<file path="config.mk">
export PLATFORM = sky130hd
export DESIGN_NAME = shift_receiver_8bits
export DESIGN_NICKNAME = d
export VERILOG_FILES = /design/src/rtl/shift_receiver_8bits.sv
export SDC_FILE = /design/constraint.sdc
export NUM_CORES = 1
export LEC_CHECK = 0
export BUFFER_PORTS_ARGS = -buffer_cell sky130_fd_sc_hd__buf_2
export CAP_MARGIN = 10
export CORE_MARGIN = 1
export CORE_UTILIZATION = 56
export DETAILED_ROUTE_END_ITERATION = 8
export GPL_TIMING_DRIVEN = 1
export PLACE_DENSITY = 0.81
export RECOVER_POWER = 50
export SETUP_SLACK_MARGIN = 0.2
export SYNTH_ARGS = -nofsm -noshare
export SYNTH_HDL_FRONTEND = slang
export SYNTH_SLANG_ARGS = --single-unit
</file>
<file path="constraint.sdc">
create_clock -name clock -period 4.47 [get_ports clock]
set_clock_uncertainty 0.05 [all_clocks]
set_input_delay 0.2235 -clock clock [delete_from_list [all_inputs] [get_ports clock]]
set_output_delay 0.2235 -clock clock [all_outputs]
set_load 0.01 [all_outputs]
</file>
<file path="src/rtl/shift_receiver_8bits.sv">
// Serial-to-parallel receiver: rebuilds LSB-first serial frames into WIDTH-bit words.
// Latency: data_valid rises on the edge that accepts the last bit of a frame.
// Backpressure: one-entry valid/ready buffer; a word completing while the buffer is full is dropped and sets overrun.
//
// Ports:
//   clock, reset_n                  rising-edge clock, async active-low reset
//   serial_in, bit_valid            serial bit and its one-cycle qualifier
//   frame_start                     current qualified bit is bit 0 of a new frame
//   data_ready                      consumer accepts data_out this cycle
//   clear_flags                     synchronous clear of overrun / frame_error
//   data_out, data_valid            buffered word and its valid flag
//   parity_error                    parity status of the buffered word (0 without parity)
//   overrun, frame_error            sticky error flags
//   busy                            a frame is in progress
//
// Optional feature: define SHIFT_RECEIVER_PARITY_EN to append one even-parity
// bit to every frame, received in the PARITY state.

module shift_receiver_8bits #(
  parameter int WIDTH = 8
) (
  input  logic             clock,
  input  logic             reset_n,
  input  logic             serial_in,
  input  logic             bit_valid,
  input  logic             frame_start,
  input  logic             data_ready,
  input  logic             clear_flags,
  output logic [WIDTH-1:0] data_out,
  output logic             data_valid,
  output logic             parity_error,
  output logic             overrun,
  output logic             frame_error,
  output logic             busy
);

  localparam int CW = $clog2(WIDTH + 1);

  typedef enum logic [1:0] {
    IDLE   = 2'd0,
    SHIFT  = 2'd1
`ifdef SHIFT_RECEIVER_PARITY_EN
    ,
    PARITY = 2'd2
`endif
  } state_t;

  state_t           state;
  state_t           state_nxt;
  logic [CW-1:0]    count;
  logic [WIDTH-1:0] shreg;
  logic [WIDTH-1:0] shift_nxt;
  logic [WIDTH-1:0] word;
  logic             restart;
  logic             word_done;
  logic             load;
  logic             drain;
`ifdef SHIFT_RECEIVER_PARITY_EN
  logic             word_par;
`endif

  // New bit enters at the top and the oldest bit walks down to bit 0, so
  // after WIDTH shifts the first received bit sits in data bit 0.
  assign shift_nxt = WIDTH'({serial_in, shreg} >> 1);

  // State register
  always_ff @(posedge clock or negedge reset_n) begin
    if (!reset_n) begin
      state <= IDLE;
    end else begin
      state <= state_nxt;
    end
  end

  // Next-state logic plus the per-cycle frame events it decides
  always_comb begin
    state_nxt = state;
    restart   = 1'b0;
    word_done = 1'b0;
    word      = shift_nxt;
`ifdef SHIFT_RECEIVER_PARITY_EN
    word_par  = 1'b0;
`endif
    if (bit_valid) begin
      if (frame_start) begin
        // A frame-start bit always begins a fresh frame; mid-frame it also
        // abandons the partial one.
        restart   = (state != IDLE);
        state_nxt = SHIFT;
      end else begin
        case (state)
          SHIFT: begin
            if (count == CW'(WIDTH - 1)) begin
`ifdef SHIFT_RECEIVER_PARITY_EN
              state_nxt = PARITY;
`else
              state_nxt = IDLE;
              word_done = 1'b1;
`endif
            end
          end
`ifdef SHIFT_RECEIVER_PARITY_EN
          PARITY: begin
            state_nxt = IDLE;
            word_done = 1'b1;
            word      = shreg;
            word_par  = (^shreg) ^ serial_in;
          end
`endif
          default: ;
        endcase
      end
    end
  end

  // Output / handshake decode
  always_comb begin
    busy  = (state != IDLE);
    drain = data_valid && data_ready;
    // The buffer accepts a word when empty or when it is emptied this cycle.
    load  = word_done && (!data_valid || data_ready);
  end

  // Datapath: shift register, bit counter, output buffer, sticky flags
  always_ff @(posedge clock or negedge reset_n) begin
    if (!reset_n) begin
      count       <= '0;
      shreg       <= '0;
      data_out    <= '0;
      data_valid  <= 1'b0;
      overrun     <= 1'b0;
      frame_error <= 1'b0;
    end else begin
      if (bit_valid) begin
        if (frame_start) begin
          shreg <= {serial_in, {(WIDTH - 1){1'b0}}};
          count <= CW'(1);
        end else if (state == SHIFT) begin
          shreg <= shift_nxt;
          count <= (count == CW'(WIDTH - 1)) ? '0 : count + CW'(1);
        end
      end

      if (load) begin
        data_out   <= word;
        data_valid <= 1'b1;
      end else if (drain) begin
        data_valid <= 1'b0;
      end

      // Set events take priority over clear_flags.
      overrun     <= (word_done && !load) || (overrun && !clear_flags);
      frame_error <= restart || (frame_error && !clear_flags);
    end
  end

`ifdef SHIFT_RECEIVER_PARITY_EN
  // Parity status travels with the word it describes.
  always_ff @(posedge clock or negedge reset_n) begin
    if (!reset_n) begin
      parity_error <= 1'b0;
    end else if (load) begin
      parity_error <= word_par;
    end
  end
`else
  assign parity_error = 1'b0;
`endif

endmodule

</file>
# Word level (Yosys, flattened, before mapping)
# Cells that the tools add are included.
# word_totals
regBits	25
in_bits	7
out_inout_bits	13
word_cells	43
# op_classes
add_sub_neg	1
eq_ne	2
n_mux	16
reduce_logical	17
# ops
cell	count
8-bit 2-to-1 mux	2
4-bit 2-to-1 mux	3
1-bit 2-to-1 mux	8
2-bit nonzero test	4
2-bit 2-to-1 mux	3
1-bit logical AND	5
4-bit by 1-bit adder with 4-bit output (second input constant)	1
4-bit by 3-bit == test with 1-bit output (second input constant)	1
1-bit logical NOT	3
1-bit logical OR	3
3-bit AND reduction	1
2-bit by 1-bit == test with 1-bit output (second input constant)	1
2-bit AND reduction	1

# Logic depth before layout (Yosys ltp)
# Gate-level depths: netlist of the first run.
# logic_depth
ltp_word	9
ltp_mapped	4
depth_no_buf	4

# Worst setup path before layout of the first run
# Ideal clock, no wire load.
# synth_timing
path_kind	flip-flop to flip-flop
start	register count[0]
end	register data_out[7]
setup_time_ns	0.125
arrival_time_ns	1.502
t_required_ns	4.295
path_slack_ns	2.793
stages_incl_launch_ff	5
path_buffers	0
period_less_slack_ns	1.677
path_cell_list	dfrtp_1 ha_1 nand3b_1 nor4b_4 mux2_2
# synth_via
elab_chain_len	6
# synth_lines
element	line	source
start: declaration	50	logic [CW-1:0] count;
start signal: assignment	140	count <= (count == CW'(WIDTH - 1)) ? '0 : count + CW'(1);
4-bit by 3-bit == test with 1-bit output	93	if (count == CW'(WIDTH - 1)) begin
1-bit 2-to-1 mux	93	
1-bit 2-to-1 mux	91	case (state)
1-bit 2-to-1 mux	85	if (frame_start) begin
1-bit 2-to-1 mux	84	if (bit_valid) begin
1-bit logical AND	121	load = word_done && (!data_valid || data_ready);
end signal: assignment	145	data_out <= word;
end: declaration	29	output logic [WIDTH-1:0] data_out,
# Every way passes these cells.
# A chain may end at the register's enable or synchronous reset.

# Final worst setup path of the first run
# layout_timing
start	register state[0]
end	register data_out[5]
# layout_via
elab_chain_len	5
# layout_lines
element	line	source
start: declaration	48	state_t state;
start signal: assignment	71	state <= state_nxt;
2-bit by 1-bit == test with 1-bit output	91	
1-bit 2-to-1 mux	91	
1-bit 2-to-1 mux	85	
1-bit 2-to-1 mux	84	
1-bit logical AND	121	
# Every way passes these cells.

==> metrics, run 1 <==
sequential fraction of the synthesis area 0.560; net count after synthesis 95; buffer type at the clock tree root sky130_fd_sc_hd__clkbuf_4; per-instance average area after synthesis 11.8 um^2; fin worst setup slack 2.51 ns; vias per inst 5.61; sum of met3 wire segment lengths after detailed routing 53 um; achievable frequency 510 MHz; antenna violations before repair 0; Slew Limit Fails 0; crit start category flop; result of the run complete, no violations; count of yosys warnings during synthesis 0; met2 WL post-DR 875 um; post-place instance area 1130 um^2; antenna fix cells 0; Distinct cells, synth 28; TritonCTS Sinks 23; DP HPWL 1280 um; Final Hold Fails 0; cell with the biggest individual delay on the critical path sky130_fd_sc_hd__dfrtp_1; leading cell type in the layout, fill and taps excluded sky130_fd_sc_hd__dfrtp_1; post-CTS clock slew at the launch and capture registers of the worst setup and hold paths 0.11 ns; Layout Cell Area excl Fill 1160 um^2; topmost layer with routed signal wires met4; Worst-Skew Late Latency 0.31 ns; pin count of the biggest net entering global routing 24; via count of the first global-routing pass 677; total iterations of the first detailed-routing run 3; Max H-tree Level 1; endpoint arrival time on the critical path 2.12 ns; Detailed Route WL 1790 um; Std-Cell Rows 15; count of placed standard cells in the final layout, fillers left out 130; number of nets in the finished design 114; DR iter-0 viols 8; first-pass GRT wire length 2950 um; Port Buf Inserts 18; # placed instances 125; placer's final routability congestion estimate 0.725; Worst Setup Slack post-DPL 2.48 ns; Crit Path Max Fanout 15; count of boundary I/O pins 20; fraction of layout cells with a size suffix above 1 0.257; post-synthesis to final-layout area growth 12.5%; transition time at the pin with the least slew margin 1.17 ns; ordered list of cells on the worst path nand2_2 -> nor4b_4 -> mux2_2; via count of the routed design 729; most used cells in the layout excluding fill and tap cells sky130_fd_sc_hd__dfrtp_1 (23), sky130_fd_sc_hd__buf_2 (12), sky130_fd_sc_hd__inv_1 (10); post-route minimum period 1.96 ns; cells after synthesis 87; residual overflow from global routing 0; GRT Resource Usage Total 0.211; unrepaired setup endpoints after global routing no; worst min-delay path category input port to flop; post-CTS resize count 0; Final ANT Viol Nets 0; number of remaining DRC errors 0; worst-case headroom to the max-slew limit 0.217; Routed met1 length 801 um; setup violators final 0; CTS buffer count 3; Vert. Die Dim 44.8 um; worst path required time 4.62 ns; Critical Setup Path Class flop to flop; buffer levels on the longest clock path 2; area inside the core boundary 1730 um^2; setup_tns 0 ns; register bit total from synthesis 23; PwrDens 406 nW/um^2; effective utilization at floorplan 0.595; post-synth design cell area 1030 um^2; Tcrit/Tclk final 0.439; Leak 0.000553 uW; CTS tree yes; max-cap violation count 0; kind of end point of the critical path flop; total design power 469 uW; WL per Instance 13.7 um; maximum vdd drop 0.253 mV; die outline width 44.8 um; area of the die 2010 um^2; largest stage delay on the critical path 0.64 ns
[cell usage after synthesis, drive strengths merged]
cell type | n | share of area
buf | 1 | 0.0073
nor3 | 1 | 0.0049
o31ai | 1 | 0.0073
clkbuf | 4 | 0.015
a221o | 1 | 0.0097
and3b | 1 | 0.0085
a22o | 1 | 0.0085
nand3 | 1 | 0.0049
nand3b | 1 | 0.0073
mux2 | 9 | 0.099
conb | 1 | 0.0037
ha | 1 | 0.012
o22ai | 9 | 0.055
nand2 | 5 | 0.021
or3 | 1 | 0.0061
and4b | 1 | 0.0097
a21oi | 1 | 0.0049
dfrtp | 23 | 0.56
mux2i | 1 | 0.0097
nor4b | 1 | 0.023
a2bb2oi | 6 | 0.051
nand4 | 1 | 0.0061
nor3b | 1 | 0.0073
nand2b | 1 | 0.0061
and2 | 1 | 0.0061
inv | 10 | 0.037
o21ai | 2 | 0.0097
[metal layers]
metal | up-vias | track usage
li1 | 347 | -
met5 | - | 0
met4 | 0 | 0.145
met1 | 362 | 0.274
met2 | 15 | 0.332
met3 | 5 | 0.0240
[cells by family (layout without fill, tap and decap cells)]
family | after synthesis | after routing | share of synthesized area
AND/OR/NAND/NOR | 16 | 16 | 0.111
other | 1 | 1 | 0.00365
adder cells (fa/ha/maj) | 1 | 1 | 0.0122
AO/OA/AOI/OAI | 21 | 21 | 0.146
flip-flops | 23 | 23 | 0.560
multiplexers | 10 | 10 | 0.108
buffers and inverters | 15 | 33 | 0.0585
[critical path, delay by kind of cell, from the launching register on]
family / cells / cell delay [ns]
flip-flops: 1 / 0.64
multiplexers: 1 / 0.41
AND/OR/NAND/NOR: 2 / 0.76
[through the flow]
step	hold slack, ns	utilization
after detailed placement	0.166	0.652
after global routing	0.0350	0.670
after CTS	0.0302	0.674
after floorplan	-0.122	-
after global placement	0.161	0.652
final	0.0424	0.670
[what timing repair did]
item | in CTS | in global routing
hold buffers | 1 | 0
hold endpoints to repair | 23 | 0
setup buffers | 0 | 0
[worst paths after layout]
path	slack, ns	cells past startpoint	from	end
worst min-delay path	0.04	2	clear_flags	overrun
max in group asynchronous	3.06	2	reset_n	count[1]
worst max register to register	2.51	3	state[0]	data_out[5]
worst min register to register	0.47	1	data_out[4]	data_out[4]
worst max-delay path	2.51	3	state[0]	data_out[5]
min in group asynchronous	0.61	2	reset_n	data_out[1]
[state kept, by name, indices dropped and copies added (netlist names)]
name and cells:
data_out 8, frame_error 1, overrun 1, state 1
count 4, shreg 7, data_valid 1
[where the power goes]
group	switching (uW)	total (uW)	leakage, uW	internal, uW
Combinational	52.2	107	0.000231	54.6
Sequential	30.3	269	0.000304	239
Clock	59.3	92.8	0.0000177	33.5
[area by class of cell]
type | instances | area [um^2]
Inverter | 10 | 37.5
Multi-Input combinational cell | 49 | 392
Timing Repair Buffer | 19 | 92.6
Fill cell | 159 | 571
Clock buffer | 3 | 22.5
Clock inverter | 1 | 5.00
Tap cell | 25 | 31.3
Sequential cell | 23 | 576
No activity file was read; power rests on OpenSTA's default activity.
==> inputs of run 2 (changes only) <==
--- a/config.mk
+++ b/config.mk
@@ -8,10 +8,10 @@
 export BUFFER_PORTS_ARGS = -buffer_cell sky130_fd_sc_hd__buf_2
 export CAP_MARGIN = 10
 export CORE_MARGIN = 1
-export CORE_UTILIZATION = 56
+export CORE_UTILIZATION = 47
 export DETAILED_ROUTE_END_ITERATION = 8
 export GPL_TIMING_DRIVEN = 1
-export PLACE_DENSITY = 0.81
+export PLACE_DENSITY = 0.72
 export RECOVER_POWER = 50
 export SETUP_SLACK_MARGIN = 0.2
 export SYNTH_ARGS = -nofsm -noshare
==> constraint.sdc (replaced) <==
create_clock -name clock -period 1.7 [get_ports clock]
set_clock_uncertainty 0.05 [all_clocks]
set_input_delay 0.085 -clock clock [delete_from_list [all_inputs] [get_ports clock]]
set_output_delay 0.085 -clock clock [all_outputs]
set_load 0.01 [all_outputs]
==> run 2 against run 1 <==
Against the previous run:
- combinational power grew to 3.1 times the previous value
- register-to-register slack got worse by 2.4 ns
- via count grew 2.5%
- fmax increased by 20%
- clock power grew to 2.7 times the previous value
- cell count rose by 7.7%
- flip-flop and latch count unchanged
- largest power group unchanged
- highest routed layer is now met3
==> metrics, run 2 (synthesis results as in run 1) <==
Leak 0.000609 uW (+10%); worst path required time 1.86 ns (-2.76 ns); area inside the core boundary 2000 um^2 (+16%); result of the run complete, no violations; flip-flop and latch area 576 um^2 (unchanged); CTS buffer count 3 (unchanged); Final ANT Viol Nets 0 (unchanged); antenna fix cells 0 (unchanged); final-layout fill cell count 176 (+11%); buffer levels on the longest clock path 2 (unchanged); leading cell type in the layout, fill and taps excluded sky130_fd_sc_hd__dfrtp_1; CTS tree yes; buffer type at the clock tree root sky130_fd_sc_hd__clkbuf_4; total design power 1280 uW (+170%); most used cells in the layout excluding fill and tap cells sky130_fd_sc_hd__dfrtp_1 (23), sky130_fd_sc_hd__buf_2 (16), sky130_fd_sc_hd__inv_1 (10); pin count of the biggest net entering global routing 24 (unchanged); HP Start data_ready; maximum vdd drop 0.577 mV (+130%); achievable frequency 611 MHz (+20%); transition time at the pin with the least slew margin 1.18 ns (+0.00948 ns); first-pass GRT wire length 3320 um (+12%); area used by multi-input combinational logic 409 um^2 (+4.5%); endpoint arrival time on the critical path 1.80 ns (-0.32 ns); number of remaining DRC errors 0 (unchanged); Final Hold Fails 0 (unchanged); via count of the routed design 747 (+2.5%); number of nets in the finished design 122 (+7.0%); PwrDens 1020 nW/um^2 (+150%); largest register by flop count data_out; effective utilization at floorplan 0.513 (-0.0818); Tcrit/Tclk final 0.963 (+0.524); fraction of layout cells with a size suffix above 1 0.354 (+0.0968); post-place instance area 1170 um^2 (+3.8%); Std-Cell Rows 16 (+1); DR iter-0 viols 5 (-3); crit start category flop; Critical Setup Path Class flop to flop; unrepaired setup endpoints after global routing yes; setup violators final 0 (unchanged); residual overflow from global routing 0 (unchanged); post-route minimum period 1.64 ns (-0.324 ns); flip-flop count of the largest register, all copies and words added 8 (unchanged); die outline width 48.8 um (+8.7%); worst reg2reg path startpoint count[1]; Port Buf Inserts 18 (unchanged); Reg2Reg Depth 5 (+2); Worst-Skew Late Latency 0.30 ns (about the same); post-CTS clock slew at the launch and capture registers of the worst setup and hold paths 0.13 ns (+0.02 ns); launch point of the worst path count[1]; total iterations of the first detailed-routing run 4 (+1); antenna violations before repair 0 (unchanged); Max H-tree Level 1 (unchanged); Crit Path Max Fanout 8 (-7); post-synthesis to final-layout area growth 21.7%; DP HPWL 1240 um (-2.9%); kind of end point of the critical path flop; Slew Limit Fails 0 (unchanged); Detailed Route WL 1890 um (+6.1%); via count of the first global-routing pass 710 (+4.9%); WL per Instance 13.5 um (-1.5%); count of boundary I/O pins 20 (unchanged); Vert. Die Dim 48.8 um (+8.7%); GRT Resource Usage Total 0.179 (-0.0322); worst min-delay path category input port to flop; max-cap violation count 0 (unchanged); area of the die 2380 um^2 (+18%); Layout Cell Area excl Fill 1250 um^2 (+8.1%); hold depth 3 (+1); worst-case headroom to the max-slew limit 0.211 (-0.00632); TritonCTS Sinks 23 (unchanged); vias per inst 5.34 (-4.9%); placer's final routability congestion estimate 0.767 (+5.8%); registers with the most flip-flops data_out (8), shreg (7), count (4)
==> run 2: power by group <==
part | leakage [uW] | total, uW | switching, uW | internal, uW
registers | 0.000304 | 696 | 67.3 | 629
logic | 0.000287 | 334 | 161 | 173
clock network | 0.0000177 | 250 | 162 | 87.7
==> run 2: worst paths after layout <==
path	endpoint	slack, ns
max	data_out[0]	0.06
min	data_valid	0.05
max reg2reg	data_out[0]	0.06
min reg2reg	data_out[4]	0.47
max in group asynchronous	count[1]	0.42
min in group asynchronous	data_out[0]	0.48
==> run 2: worst max-delay path, stage by stage, from the launching register on <==
cell and delay [ns]:
sky130_fd_sc_hd__dfrtp_1 0.39, sky130_fd_sc_hd__ha_2 0.19, sky130_fd_sc_hd__nand3b_1 0.14, sky130_fd_sc_hd__nor4b_4 0.25
sky130_fd_sc_hd__buf_6 0.18, sky130_fd_sc_hd__mux2_2 0.34
==> run 2: routing by layer <==
| metal | routed length (um) | GRT usage |
|---|---|---|
| met5 | 0 | 0 |
| met4 | 0 | 0.0441 |
| met3 | 52 | 0.0283 |
| met2 | 926 | 0.282 |
| met1 | 915 | 0.257 |
==> run 2: repair_timing <==
| item | 4_1_cts | 5_1_grt |
|---|---|---|
| cloned | 0 | 0 |
| gates resized for setup | 1 | 3 |
| hold buffers | 3 | 0 |
| pin swaps | 0 | 1 |
| setup buffers | 1 | 0 |
| hold endpoints to repair | 27 | 0 |
| setup endpoints to repair | 8 | 9 |
==> run 2: area by class of cell <==
| cell class | instances | share of cell area |
|---|---|---|
| clock buffers | 3 | 0.0180 |
| clock inverters | 1 | 0.00400 |
| multi-input cells | 49 | 0.327 |
| inverters | 10 | 0.0300 |
| flip-flops and latches | 23 | 0.460 |
| repair buffers | 27 | 0.133 |
| well taps | 27 | 0.0270 |
==> run 2: stage by stage <==
stage	hold slack, ns	setup WS, ns	utilization	TNS [ns]	instances
after floorplan	-0.261	0.0301	-	0	87
after global placement	0.0297	0.0959	0.584	0	132
after detailed placement	0.0292	0.0600	0.584	0	132
after CTS	0.0146	0.0694	0.618	0	140
after global routing	0.0378	-0.0256	0.624	-0.120	140
final	0.0499	0.0626	0.624	0	140
